==> config.mk <==
export PLATFORM = sky130hd
export DESIGN_NAME = gen_gamma_encoder
export DESIGN_NICKNAME = d
export VERILOG_FILES = /design/src/rtl/gen_gamma_pkg.sv /design/src/rtl/gen_gamma_encoder_lcg.sv /design/src/rtl/gen_gamma_encoder.sv
export SDC_FILE = /design/constraint.sdc
export NUM_CORES = 1
export LEC_CHECK = 0
export CAP_MARGIN = 20
export CORE_AREA = 3 3 63 65
export DETAILED_ROUTE_END_ITERATION = 7
export DIE_AREA = 0 0 66 68
export PLACE_DENSITY_LB_ADDON = 0.3
export SYNTH_ARGS = -nofsm -noshare
export SYNTH_HDL_FRONTEND = slang
export SYNTH_SLANG_ARGS = --single-unit
==> constraint.sdc <==
create_clock -name clk -period 1.81 [get_ports clk]
set_input_delay 0.181 -clock clk [delete_from_list [all_inputs] [get_ports clk]]
set_output_delay 0.181 -clock clk [all_outputs]
set_load 0.005 [all_outputs]
==> src/rtl/gen_gamma_pkg.sv <==
// Shared definitions for the gamma encoder/decoder pair: FSM states, default
// LCG constants and the gamma recurrence both sides must agree on.
package gen_gamma_pkg;

    typedef enum logic [1:0] {
        IDLE  = 2'd0,
        ARMED = 2'd1,
        RUN   = 2'd2
    } gg_state_t;

    localparam int unsigned LCG_A_DEFAULT = 32'd5;
    localparam int unsigned LCG_C_DEFAULT = 32'd3;

    // Computed at 32 bits; callers truncate to their word width, which yields
    // the recurrence modulo 2^SIZE for any SIZE up to 32.
    function automatic logic [31:0] lcg_next(
        input logic [31:0] gamma,
        input logic [31:0] a,
        input logic [31:0] c
    );
        return gamma * a + c;
    endfunction

endpackage

==> src/rtl/gen_gamma_encoder_lcg.sv <==
// Gamma generator: a SIZE-bit LCG state register with key load, advance
// enable and synchronous reset. Load takes priority over advance.
module gamma_lcg
    import gen_gamma_pkg::*;
#(
    parameter int          SIZE  = 8,
    parameter int unsigned LCG_A = LCG_A_DEFAULT,
    parameter int unsigned LCG_C = LCG_C_DEFAULT
) (
    input  logic            clk_i,
    input  logic            rst_i,
    input  logic            load_i,
    input  logic [SIZE-1:0] nk_i,
    input  logic            adv_i,
    output logic [SIZE-1:0] gamma_o
);

    logic [SIZE-1:0] gamma_q;
    logic [SIZE-1:0] gamma_d;

    always_comb begin
        gamma_d = gamma_q;
        if (load_i) begin
            gamma_d = nk_i;
        end else if (adv_i) begin
            gamma_d = SIZE'(lcg_next(32'(gamma_q), 32'(LCG_A), 32'(LCG_C)));
        end
    end

    always_ff @(posedge clk_i) begin
        if (rst_i) begin
            gamma_q <= '0;
        end else begin
            gamma_q <= gamma_d;
        end
    end

    assign gamma_o = gamma_q;

endmodule

==> src/rtl/gen_gamma_encoder.sv <==
// Gamma encoder: md = id + gamma with a one-word output register and
// valid/ready on both sides. Define GEN_GAMMA_ENC_CNT_EN to add word_cnt.
module gen_gamma_encoder
    import gen_gamma_pkg::*;
#(
    parameter int          SIZE  = 8,
    parameter int unsigned LCG_A = LCG_A_DEFAULT,
    parameter int unsigned LCG_C = LCG_C_DEFAULT
) (
    input  logic            clk,
    input  logic            rst,
    input  logic            set0,
    input  logic            set1,
    input  logic [SIZE-1:0] nk,
    input  logic [SIZE-1:0] id,
    input  logic            in_valid,
    output logic            in_ready,
    output logic [SIZE:0]   md,
    output logic            out_valid,
    input  logic            out_ready,
    output logic            busy
`ifdef GEN_GAMMA_ENC_CNT_EN
    ,
    output logic [15:0]     word_cnt
`endif
);

    gg_state_t       state_q;
    gg_state_t       state_d;
    logic [SIZE:0]   md_q;
    logic [SIZE:0]   md_d;
    logic            out_valid_q;
    logic            out_valid_d;
    logic [SIZE-1:0] gamma;
    logic            accept;

    gamma_lcg #(
        .SIZE  (SIZE),
        .LCG_A (LCG_A),
        .LCG_C (LCG_C)
    ) u_lcg (
        .clk_i   (clk),
        .rst_i   (rst),
        .load_i  (set0),
        .nk_i    (nk),
        .adv_i   (accept),
        .gamma_o (gamma)
    );

    // set0 rekeys from any state; set1 only starts the stream from ARMED.
    always_comb begin
        state_d = state_q;
        unique case (state_q)
            IDLE: begin
                if (set0) state_d = ARMED;
            end
            ARMED: begin
                if (!set0 && set1) state_d = RUN;
            end
            RUN: begin
                if (set0) state_d = ARMED;
            end
            default: state_d = IDLE;
        endcase
    end

    always_ff @(posedge clk) begin
        if (rst) begin
            state_q <= IDLE;
        end else begin
            state_q <= state_d;
        end
    end

    assign in_ready = (state_q == RUN) && (!out_valid_q || out_ready);
    // A rekey on the same edge wins, so a word offered alongside set0 is dropped.
    assign accept   = in_valid && in_ready && !set0;

    always_comb begin
        md_d        = md_q;
        out_valid_d = out_valid_q;
        if (set0) begin
            out_valid_d = 1'b0;
        end else if (accept) begin
            md_d        = {1'b0, id} + {1'b0, gamma};
            out_valid_d = 1'b1;
        end else if (out_ready) begin
            out_valid_d = 1'b0;
        end
    end

    always_ff @(posedge clk) begin
        if (rst) begin
            md_q        <= '0;
            out_valid_q <= 1'b0;
        end else begin
            md_q        <= md_d;
            out_valid_q <= out_valid_d;
        end
    end

    assign md        = md_q;
    assign out_valid = out_valid_q;
    assign busy      = (state_q == RUN);

`ifdef GEN_GAMMA_ENC_CNT_EN
    logic [15:0] word_cnt_q;
    logic [15:0] word_cnt_d;

    always_comb begin
        word_cnt_d = word_cnt_q;
        if (set0) begin
            word_cnt_d = '0;
        end else if (accept) begin
            word_cnt_d = word_cnt_q + 16'd1;
        end
    end

    always_ff @(posedge clk) begin
        if (rst) begin
            word_cnt_q <= '0;
        end else begin
            word_cnt_q <= word_cnt_d;
        end
    end

    assign word_cnt = word_cnt_q;
`endif

endmodule

; ---- Word-level counts from Yosys, hierarchy flattened
; Index checks and enable logic that the tools add are counted.
[totals]
in_bits = 22
wordCells = 33
register_bits = 20
[classes]
n_eq_ne = 4
n_bitwise = 1
mux = 7
add_sub_neg = 2
n_mul = 1
reduce_logical = 14
[op_table]
columns = op, n
row1 = 8-bit 2-to-1 mux, 2
row2 = 8-bit by 8-bit adder with 9-bit output, 1
row3 = "8-bit by 2-bit adder with 8-bit output, second input constant", 1
row4 = "8-bit by 3-bit multiplier with 8-bit output, second input constant", 1
row5 = 1-bit logical AND, 4
row6 = 2-bit 2-to-1 mux, 2
row7 = 2-bit one-hot mux with 2 select lines, 1
row8 = 2-bit AND reduction, 2
row9 = 2-bit nonzero test, 2
row10 = 2-bit OR reduction, 2
row11 = "2-bit by 1-bit equality test with 1-bit output, second input constant", 1
row12 = "2-bit equality test, second input constant", 1
row13 = 1-bit zero test, 2
row14 = 2-bit zero test, 1
row15 = 1-bit 2-to-1 mux, 2
row16 = "2-bit by 1-bit != test with 1-bit output, second input constant", 1
row17 = "2-bit != test, second input constant", 1
row18 = 1-bit logical OR, 1
row19 = 1-bit inverter, 1

; ---- Depth between registers and ports, before layout
; Gate-level depths: netlist of run 1.
[logic_depth]
ltp_word = 7
depth_mapped = 7
depth_no_buf = 7

; ---- By module
; A second synthesis of run 1 with hierarchy kept.
[unflattened]
cells_unflattened = 169
area_unflattened_um2 = 1497.7
[modules_own_cells]
columns = mod, area_each_um2, n_inst, cells_each
row1 = gen_gamma_encoder, 817.0, 1, 91
row2 = gamma_lcg, 680.7, 1, 78

; ---- Worst setup path after synthesis of run 1
; No wires, ideal clock.
[synth_timing]
path_kind = reg2reg
start = register u_lcg.gamma_q[1] (netlist: u_lcg.gamma_o[1])
end = register u_lcg.gamma_q[5] (netlist: u_lcg.gamma_o[5])
setup_time_ns = 0.095
setup_slack_ns = -0.086
path_stages_with_launch = 8
t_arrival_ns = 1.800
path_buffers = 0
path_cell_list = dfxtp_1 > ha_1 > ha_1 > ha_1 > a31oi_1 > xnor2_1 > nand2_1 > a221oi_1
[synth_via]
elab_chain_len = 4
[synth_rtl]
columns = element, line
row1 = start: declaration, gen_gamma_encoder_lcg.sv:18  ; logic [SIZE-1:0] gamma_q;
row2 = start signal: assignment, gen_gamma_encoder_lcg.sv:34  ; gamma_q <= gamma_d;
row3 = 8-bit by 3-bit multiplier with 8-bit output, gen_gamma_pkg.sv:21  ; return gamma * a + c;
row4 = 8-bit by 2-bit adder with 8-bit output, gen_gamma_pkg.sv:21
row5 = 8-bit 2-to-1 mux, gen_gamma_encoder_lcg.sv:25  ; end else if (adv_i) begin
row6 = 8-bit 2-to-1 mux, gen_gamma_encoder_lcg.sv:23  ; if (load_i) begin
; Every way passes these cells. The select of a mux whose other input is x is not followed.
; A chain may end at the register's enable or synchronous reset.

; ---- Worst setup path after layout of run 1
[layout_timing]
start = register u_lcg.gamma_q[3] (netlist: u_lcg.gamma_o[3])
end = register u_lcg.gamma_q[5] (netlist: u_lcg.gamma_o[5])
; The elaborated chain is that of the path after synthesis.

==> results.md, run 1 <==
- For the worst flop-to-flop path, the logic depth is 7.
- The ratio of total power to cell area is 491 mW/mm2.
- The core outline area is 0.00339 mm2.
- When the netlist entered floorplanning its net count stood at 222.
- The internal portion of the total power is 0.791 mW.
- The layout overhead on the synthesized area is 54.5%.
- The post-synthesis cell type with the largest combined area is dfxtp_1.
- Entering global routing, the biggest net connects 20 pins.
- The initial antenna violation count is 0.
- The total area of sequential cells is 417 um2.
- In the routed design, unresolved DRC markers number 0.
- At the placement stage, the worst setup path has a slack of -0.287 ns.
- In this run the horizontal extent of the chip is 66 um.
- Sorting the synthesized cells by area gives the leading types as dfxtp_1 26%, ha_1 18%, xnor2_1 4.6%.
- The clock tree from TritonCTS is built.
- The number of global-route vias before repair is 1636.
- The floorplan step defined a die boundary enclosing 0.00449 mm2.
- The number of hold buffers added after CTS was 0.
- Along the worst path, the maximum fanout reaches 4.
- With fillers left out, the area of the finished cells amounts to 0.00237 mm2.
- The final setup violation count is 0.
- The actual slew at the worst max-slew pin is 0.336 ns.
- For this run, the share of the core covered by cells in the final layout is 70.0%.
- The later pin in the worst-skew pair is clocked with a latency of 0.30 ns.
- Per report_power, the sequential group accounts for 40.8% of the total.
- After synthesis the netlist holds a flip-flop and latch count of 20.
- The detailed-route vias per instance is 5.58.
- The predominant post-synthesis flop cell is dfxtp_1.
- At the end of routability-driven placement, the weighted congestion stood at 0.857.
- The count of synthesis-stage warnings from yosys is 0.
- The startpoint type of the worst setup path is a flop.
- The maximum number of buffers from clock root to sink is 2.
- Row generation in the floorplan step produced 21 rows.
- The post-CTS clock slew at the launch and capture registers of the worst setup and hold paths is 0.12 ns.
- The synthesized cell area is 0.00154 mm2.
- The design draws 1.17 mW.
- The vertical die dimension is 68 um.
- The clock arrives with 0.00559 ns of skew.
- The final-report hold violation count is 0.
- The routed design has 4390 um of wire.
- The antenna diode count is 0.
- The count of non-filler cells in the finished layout is 283.
- The worst hold margin is 0.432 ns.
- The filler cells instantiated in the layout total 242.
- For this design, the sink count on the clock tree is 20.
- Headroom to the max-slew limit came out at 77.5%.
- The number of placed instances with taps included is 278.
- The share of async-settable or async-resettable flops after synthesis is 0%.
- In the layout the commonest cells are 33 x clkdlybuf4s50_1, 30 x buf_4, 15 x nand2_1, 15 x dfxtp_1.
- 34 I/O pins were placed.
- Yosys mapped the design onto 46 distinct sky130hd cell types.
- After legalization and detailed placement, the total HPWL measured 3310 um.
- Global routing finished with a remaining overflow of 0.
- The global-route total usage across every layer is 20.5%.
- The net switching share of the total power is 32.1%.
- The cell at the root of the clock tree is clkbuf_4.
- The proportion of power drawn by combinational gates is 40.5%.
- The wire length of the first global-routing pass is 7140 um.
- The worst min-delay path class is in -> reg.
- The power dissipated by switching net loads is 0.375 mW.
- The initial standard-cell utilization of the core is 45.3%.
- The critical-path cell with the highest stage delay is dfxtp_2.
- The via count is 1580.
- The share of the cycle needed by the critical path after routing is 99.5%.
- After routing, the total negative slack on setup checks comes to 0 ns.
- Per report_power, the clock group accounts for 18.7% of the total.
- The post-synthesis sequential area ratio is 26.1%.
- The flow ran to the end, and the final reports show no timing, DRC or antenna violations.
- A synthesized cell averages 8.73 um2.
- Derived from the worst setup path, the maximum achievable clock frequency is 555 MHz.
- In this run the cell area measured after placement is 0.00215 mm2.
- The number of port buffers is 33.
- In this design, the critical path's most frequently occurring cell is ha_4.
- The max-slew violation total from the final report came to 0.
- The number of maximum-capacitance constraint violations is 0.
- The area of the multi-input gates is 0.00129 mm2.
- The fraction of post-synthesis cell area in the top cell type by area is 26.1%.
- The worst endpoint data arrival time is 2.03 ns.
- Setup slack on the critical path of the routed design comes to 0.00875 ns.
- The mean routed wirelength per cell is 15.5 um.
- Walking the worst path, the cells encountered are ha_4, ha_2, ha_4, a31oi_2, xnor2_1, nand2_1, a221oi_2.
- The first detailed-routing pass ran for 4 iterations.
- The post-synthesis cell count is 176.
- After global routing, the most crowded layer is met2.
- In the final layout, the share of cells above drive strength 1 is 31.6%.
- The data required time at the worst endpoint is 2.04 ns.
- The critical path class is reg -> reg.
- CTS built an H-tree with a depth of 1.
- The worst setup path is captured at a flop.
- For this run, global-route usage on met3 was measured as 2.30%.
- The leakage power figure is 0.907 nW.
- Setup repair after global routing could not meet its margin everywhere.
- Global routing used 41.8% of the available met2 tracks.
- The number of cells traversed by the worst hold path is 3.
- The clock buffer count from CTS is 3.
- The first routing iteration left 50 violations.
- For this run, the post-layout net count is 285.
- The count of nets left with antenna violations once routing finished came out at 0.
- The worst-case IR drop observed on VDD is 0.214 mV.
- The library cell used most frequently in the layout, excluding fill and tap cells, is clkdlybuf4s50_1.
- The maximum cell stage delay along the critical path is 0.44 ns.
- Yosys mapped a number of flops with a built-in enable equal to 0.
- The worst path needs 1.80 ns of the cycle, external delays included.
- Global routing used 21.4% of the available met1 tracks.
layout make-up:
class	count	area share, %
inverters	9	1.42
flip-flops and latches	20	17.6
multi-input cells	142	54.2
well taps	46	2.42
clock buffers	3	0.949
repair buffers	63	23.4
critical path: cells and delay by family, from the launching register on:
family | cells | cell delay (ns)
and+or+nand+nor | 1 | 0.09
xor gates and xnor gates | 1 | 0.13
adders and majority gates | 3 | 0.66
AOI/OAI and AO/OA | 2 | 0.41
DFF | 1 | 0.44
sequential cells by signal, indices dropped and copies added (netlist names):
name and count:
md 9, u_lcg.gamma_o 8, state_q 2, out_valid 1
layer usage:
layer	part of all wire, %	vias to the layer above
met5	0	-
met3	2.3	2
li1	-	781
met4	0.73	0
met2	56	25
met1	41	772
final timing paths:
kind	startpoint	to	slack, ns
worst min register to register	md[3]$_SDFFE_PP0P_	md[3]$_SDFFE_PP0P_	0.46
worst min-delay path	nk[3]	u_lcg.gamma_o[3]$_SDFFE_PP0P_	0.43
worst max-delay path	u_lcg.gamma_o[3]$_SDFFE_PP0P_	u_lcg.gamma_o[5]$_SDFFE_PP0P_	0.009
worst max register to register	u_lcg.gamma_o[3]$_SDFFE_PP0P_	u_lcg.gamma_o[5]$_SDFFE_PP0P_	0.009
what timing repair did:
item | CTS | global route
buffers inserted | 2 | 0
pin swaps | 8 | 10
gates resized for setup | 21 | 15
gates cloned | 0 | 0
setup endpoints to repair | 6 | 9
power by group through the flow:
stage | sequential [mW] | clock, mW | combinational, mW
2_1_floorplan | 0.480 | 0 | 0.231
4_1_cts | 0.474 | 0.228 | 0.438
5_1_grt | 0.478 | 0.252 | 0.518
6_report | 0.476 | 0.218 | 0.472
3_3_place_gp | 0.480 | 0 | 0.385
3_5_place_dp | 0.481 | 0 | 0.400
cell usage after synthesis, types with 3 or more instances:
cell type,count
xnor2_1,8
dfxtp_1,20
nor3_1,7
o21a_1,3
a211oi_1,5
nand3_1,8
ha_1,22
nand2_1,15
clkbuf_1,3
nor2_1,11
nand4_1,4
o21ai_0,7
a21oi_1,10
inv_1,6
o211ai_1,3
kinds of logic (layout without fill, tap and decap cells):
family | Yosys count | count (layout) | share of synthesized area (%)
AND/OR/NAND/NOR | 63 | 63 | 22.8
AO/OA/AOI/OAI | 46 | 46 | 21.3
adder cells (fa/ha/maj) | 24 | 24 | 20.5
flip-flops | 20 | 20 | 26.1
buffers and inverters | 14 | 75 | 4.15
XOR/XNOR | 9 | 9 | 5.13
No activity file was read; power rests on OpenSTA's default activity.
==> run 2, diff against run 1 <==
PLACE_DENSITY = 0.85   (was unset)
PLACE_DENSITY_LB_ADDON = unset   (was 0.3)
==> run 2 against run 1 <==
  * The flow now finishes with violations (setup timing)
  * First-iteration DRC count increased to 3.0 times the previous value
  * Non-clock buffer count rose by 4
  * Die area did not move
  * Worst setup slack worse by 0.056 ns
  * Sequential cell count did not move
  * Clock skew is 0.0025 ns lower
  * Cell area up 3.4%
  * Critical path depth stayed put
==> results.md, run 2 (synthesis results as in run 1) <==
- Status: finished with violations (was complete, no violations).
- The checks that failed: setup timing.
- The part of the total power dissipated in the clock network is 19.2% (was 18.7%).
- The final critical-path required period is 1.86 ns (was 1.80 ns).
- The actual slew at the worst max-slew pin came to 0.326 ns (was 0.336 ns).
- The share of the cycle needed by the critical path after routing is 103% (was 99.5%).
- The total congestion overflow is 0 (unchanged).
- The global placement routability congestion is 0.836 (was 0.857).
- The most used cell along the critical path is ha_4 (unchanged).
- The final setup violation count is 5 (was 0).
- The final routed DRC violation total is 0 (unchanged).
- The maximum number of buffers from clock root to sink is 2 (unchanged).
- The floorplan die width came to 66 um (unchanged).
- The final-report hold violation count is 0 (unchanged).
- The detailed-route vias per instance is 5.77 (was 5.58).
- The maximum vdd drop is 0.224 mV (was 0.214 mV).
- The core outline area was 0.00339 mm2 (unchanged).
- The sequential cell fraction of total power is 38.6% (was 40.8%).
- The headroom to the max-slew limit came to 78.2% (was 77.5%).
- The internal reg-to-reg setup slack came to -0.05 ns (was 0.009 ns).
- The cell at the root of the clock tree is clkbuf_4 (unchanged).
- The total number of H-tree levels is 1 (unchanged).
- The post-CTS clock slew at the launch and capture registers of the worst setup and hold paths is 0.12 ns (about the same).
- The number of filler instances in the final layout came to 230 (was 242).
- The total area of sequential cells is 417 um2 (unchanged).
- Unrepaired setup endpoints after global routing: yes (unchanged).
- The highest achievable clock rate is 538 MHz (was 555 MHz).
- The data required time at the worst endpoint came to 2.04 ns (about the same).
- The layout overhead on the synthesized area was 59.8% (was 54.5%).
- The worst-skew pair later-pin latency came to 0.33 ns (was 0.30 ns).
- The pre-CTS worst setup slack is -0.326 ns (was -0.287 ns).
- The ratio of total power to cell area is 504 mW/mm2 (was 491 mW/mm2).
- The number of global-route vias before repair is 1492 (was 1636).
- The initial antenna violation count is 0 (unchanged).
- The antenna diode count is 0 (unchanged).
- The number of cell rows is 21 (unchanged).
- Series of cell instances along the critical path: ha_4, ha_4, ha_4, nor3_2, a211oi_2, xnor2_1, o21ai_1 (was ha_4, ha_2, ha_4, a31oi_2, xnor2_1, nand2_1, a221oi_2).
- The number of port buffers is 33 (unchanged).
- The antenna violation net count after detailed routing is 0 (unchanged).
- The critical path class is reg -> reg (unchanged).
- The total wire length after detailed routing is 5170 um (was 4390 um).
- The net switching share of the total power is 34.0% (was 32.1%).
- The layout cell share with drive strength beyond 1 was 34.4% (was 31.6%).
- The final net count was 289 (was 285).
- The wire length of the first global-routing pass was 6940 um (was 7140 um).
- The max-slew violation total from the final report came to 0 (unchanged).
- The final worst setup slack is -0.0470 ns (was 0.00875 ns).
- The initial standard-cell utilization of the core is 45.3% (unchanged).
- The flip-flop count of the largest register, all copies and words added was 9 (unchanged).
- The largest fanout on the critical path is 4 (unchanged).
- The clock buffer count from CTS is 3 (unchanged).
- The maximum cell stage delay along the critical path is 0.40 ns (was 0.44 ns).
- The mean routed wirelength per cell was 18.0 um (was 15.5 um).
- The critical-path cell with the highest stage delay is dfxtp_4 (was dfxtp_2).
- The number of maximum-capacitance constraint violations is 0 (unchanged).
- The proportion of power drawn by combinational gates was 42.1% (was 40.5%).
- The worst endpoint data arrival time is 2.08 ns (was 2.03 ns).
- The vertical die dimension came to 68 um (unchanged).
- The area of the die came to 0.00449 mm2 (unchanged).
- Commonest non-fill, non-tap cells in the layout: 33 x clkdlybuf4s50_1, 33 x buf_4, 15 x nand2_1, 15 x dfxtp_1, 13 x ha_4 (was 33 x clkdlybuf4s50_1, 30 x buf_4, 15 x nand2_1, 15 x dfxtp_1).
- The DRC violation total after the first TritonRoute iteration is 152 (was 50).
- The area of the multi-input gates is 0.00134 mm2 (was 0.00129 mm2).
- The core utilization of the finished layout is 72.4% (was 70.0%).
- The kind of cell adding the most delay to the critical path was adder cells (unchanged).
- The number of ports placed on the die boundary is 34 (unchanged).
- The count of buffer and inverter cells on the critical path came to 0 (unchanged).
- The worst min-delay path class is in -> reg (unchanged).
- The internal power contribution came to 0.816 mW (was 0.791 mW).
- The via count was 1655 (was 1580).
- The clock sink count was 20 (unchanged).
- The leakage power figure is 0.930 nW (was 0.907 nW).
- The largest net degree at the start of global routing is 20 (unchanged).
- The startpoint type of the worst setup path is a flop (unchanged).
- The global-route total usage across every layer is 20.5% (about the same).
- The estimated wirelength of the detail-placed design was 3030 um (was 3310 um).
- The power dissipated by switching net loads is 0.420 mW (was 0.375 mW).
- The clock tree from TritonCTS is built (unchanged).
- The detailed-router iteration count before antenna repair is 6 (was 4).
- The setup clock skew after layout is 0.00304 ns (was 0.00559 ns).
- The type of destination of the critical path is a flop (unchanged).
run 2: cell count changes in the layout (fill, tap and decap cells not counted), sizes merged:
cell,previous run,this run
buf,30,34
run 2: cell type report:
class / count / share of cell area (%)
inverters: 9 / 1.38
flip-flops and latches: 20 / 17.0
multi-input cells: 142 / 54.4
clock buffers: 3 / 0.917
well taps: 46 / 2.34
repair buffers: 67 / 24.0
run 2: final timing paths:
path | start | end | depth (start not counted)
setup / recovery | u_lcg.gamma_o[3]$_SDFFE_PP0P_ | u_lcg.gamma_o[7]$_SDFFE_PP0P_ | 7
hold / removal | nk[3] | u_lcg.gamma_o[3]$_SDFFE_PP0P_ | 3
setup reg to reg | u_lcg.gamma_o[3]$_SDFFE_PP0P_ | u_lcg.gamma_o[7]$_SDFFE_PP0P_ | 7
hold reg to reg | md[1]$_SDFFE_PP0P_ | md[1]$_SDFFE_PP0P_ | 2
run 2: tightest hold or removal path: stages:
cell and delay (ns):
clkdlybuf4s50_1 0.40, nand2_1 0.06, a21oi_1 0.05
run 2: power by group through the flow:
stage               logic, mW  clock network [mW]  registers, mW
global placement        0.382                   0          0.479
floorplan               0.231                   0          0.480
global route            0.557               0.252          0.480
CTS                     0.438               0.239          0.473
finish                  0.521               0.238          0.477
detailed placement      0.393                   0          0.480
run 2: metal layers:
metal	vias to the layer above	global-route usage, %	share of wire [%]
met5	-	0	0
met4	0	8.38	2.8
met3	17	3.78	4.9
met2	56	37.5	52
met1	794	23.4	40
li1	788	-	-
run 2: repair_timing:
item | CTS | global route
hold buffers | 0 | 0
pin swaps | 7 | 17
endpoints found under the hold margin | 0 | 0
setup buffers | 3 | 4
endpoints found under the setup margin | 5 | 7
resized for setup | 23 | 21
run 2: metrics by stage:
stage          std cells  cell area, um2   TNS, ns  hold slack [ns]  power (mW)
4_1_cts              284            2300         0            0.389        1.15
6_report             287            2450    -0.155            0.384        1.24
3_5_place_dp         278            2150     -1.19            0.456       0.873
2_1_floorplan        176            1580  -0.00897            0.324       0.711
5_1_grt              287            2450    -0.422            0.414        1.29
3_3_place_gp         278            2150    -0.988            0.439       0.862
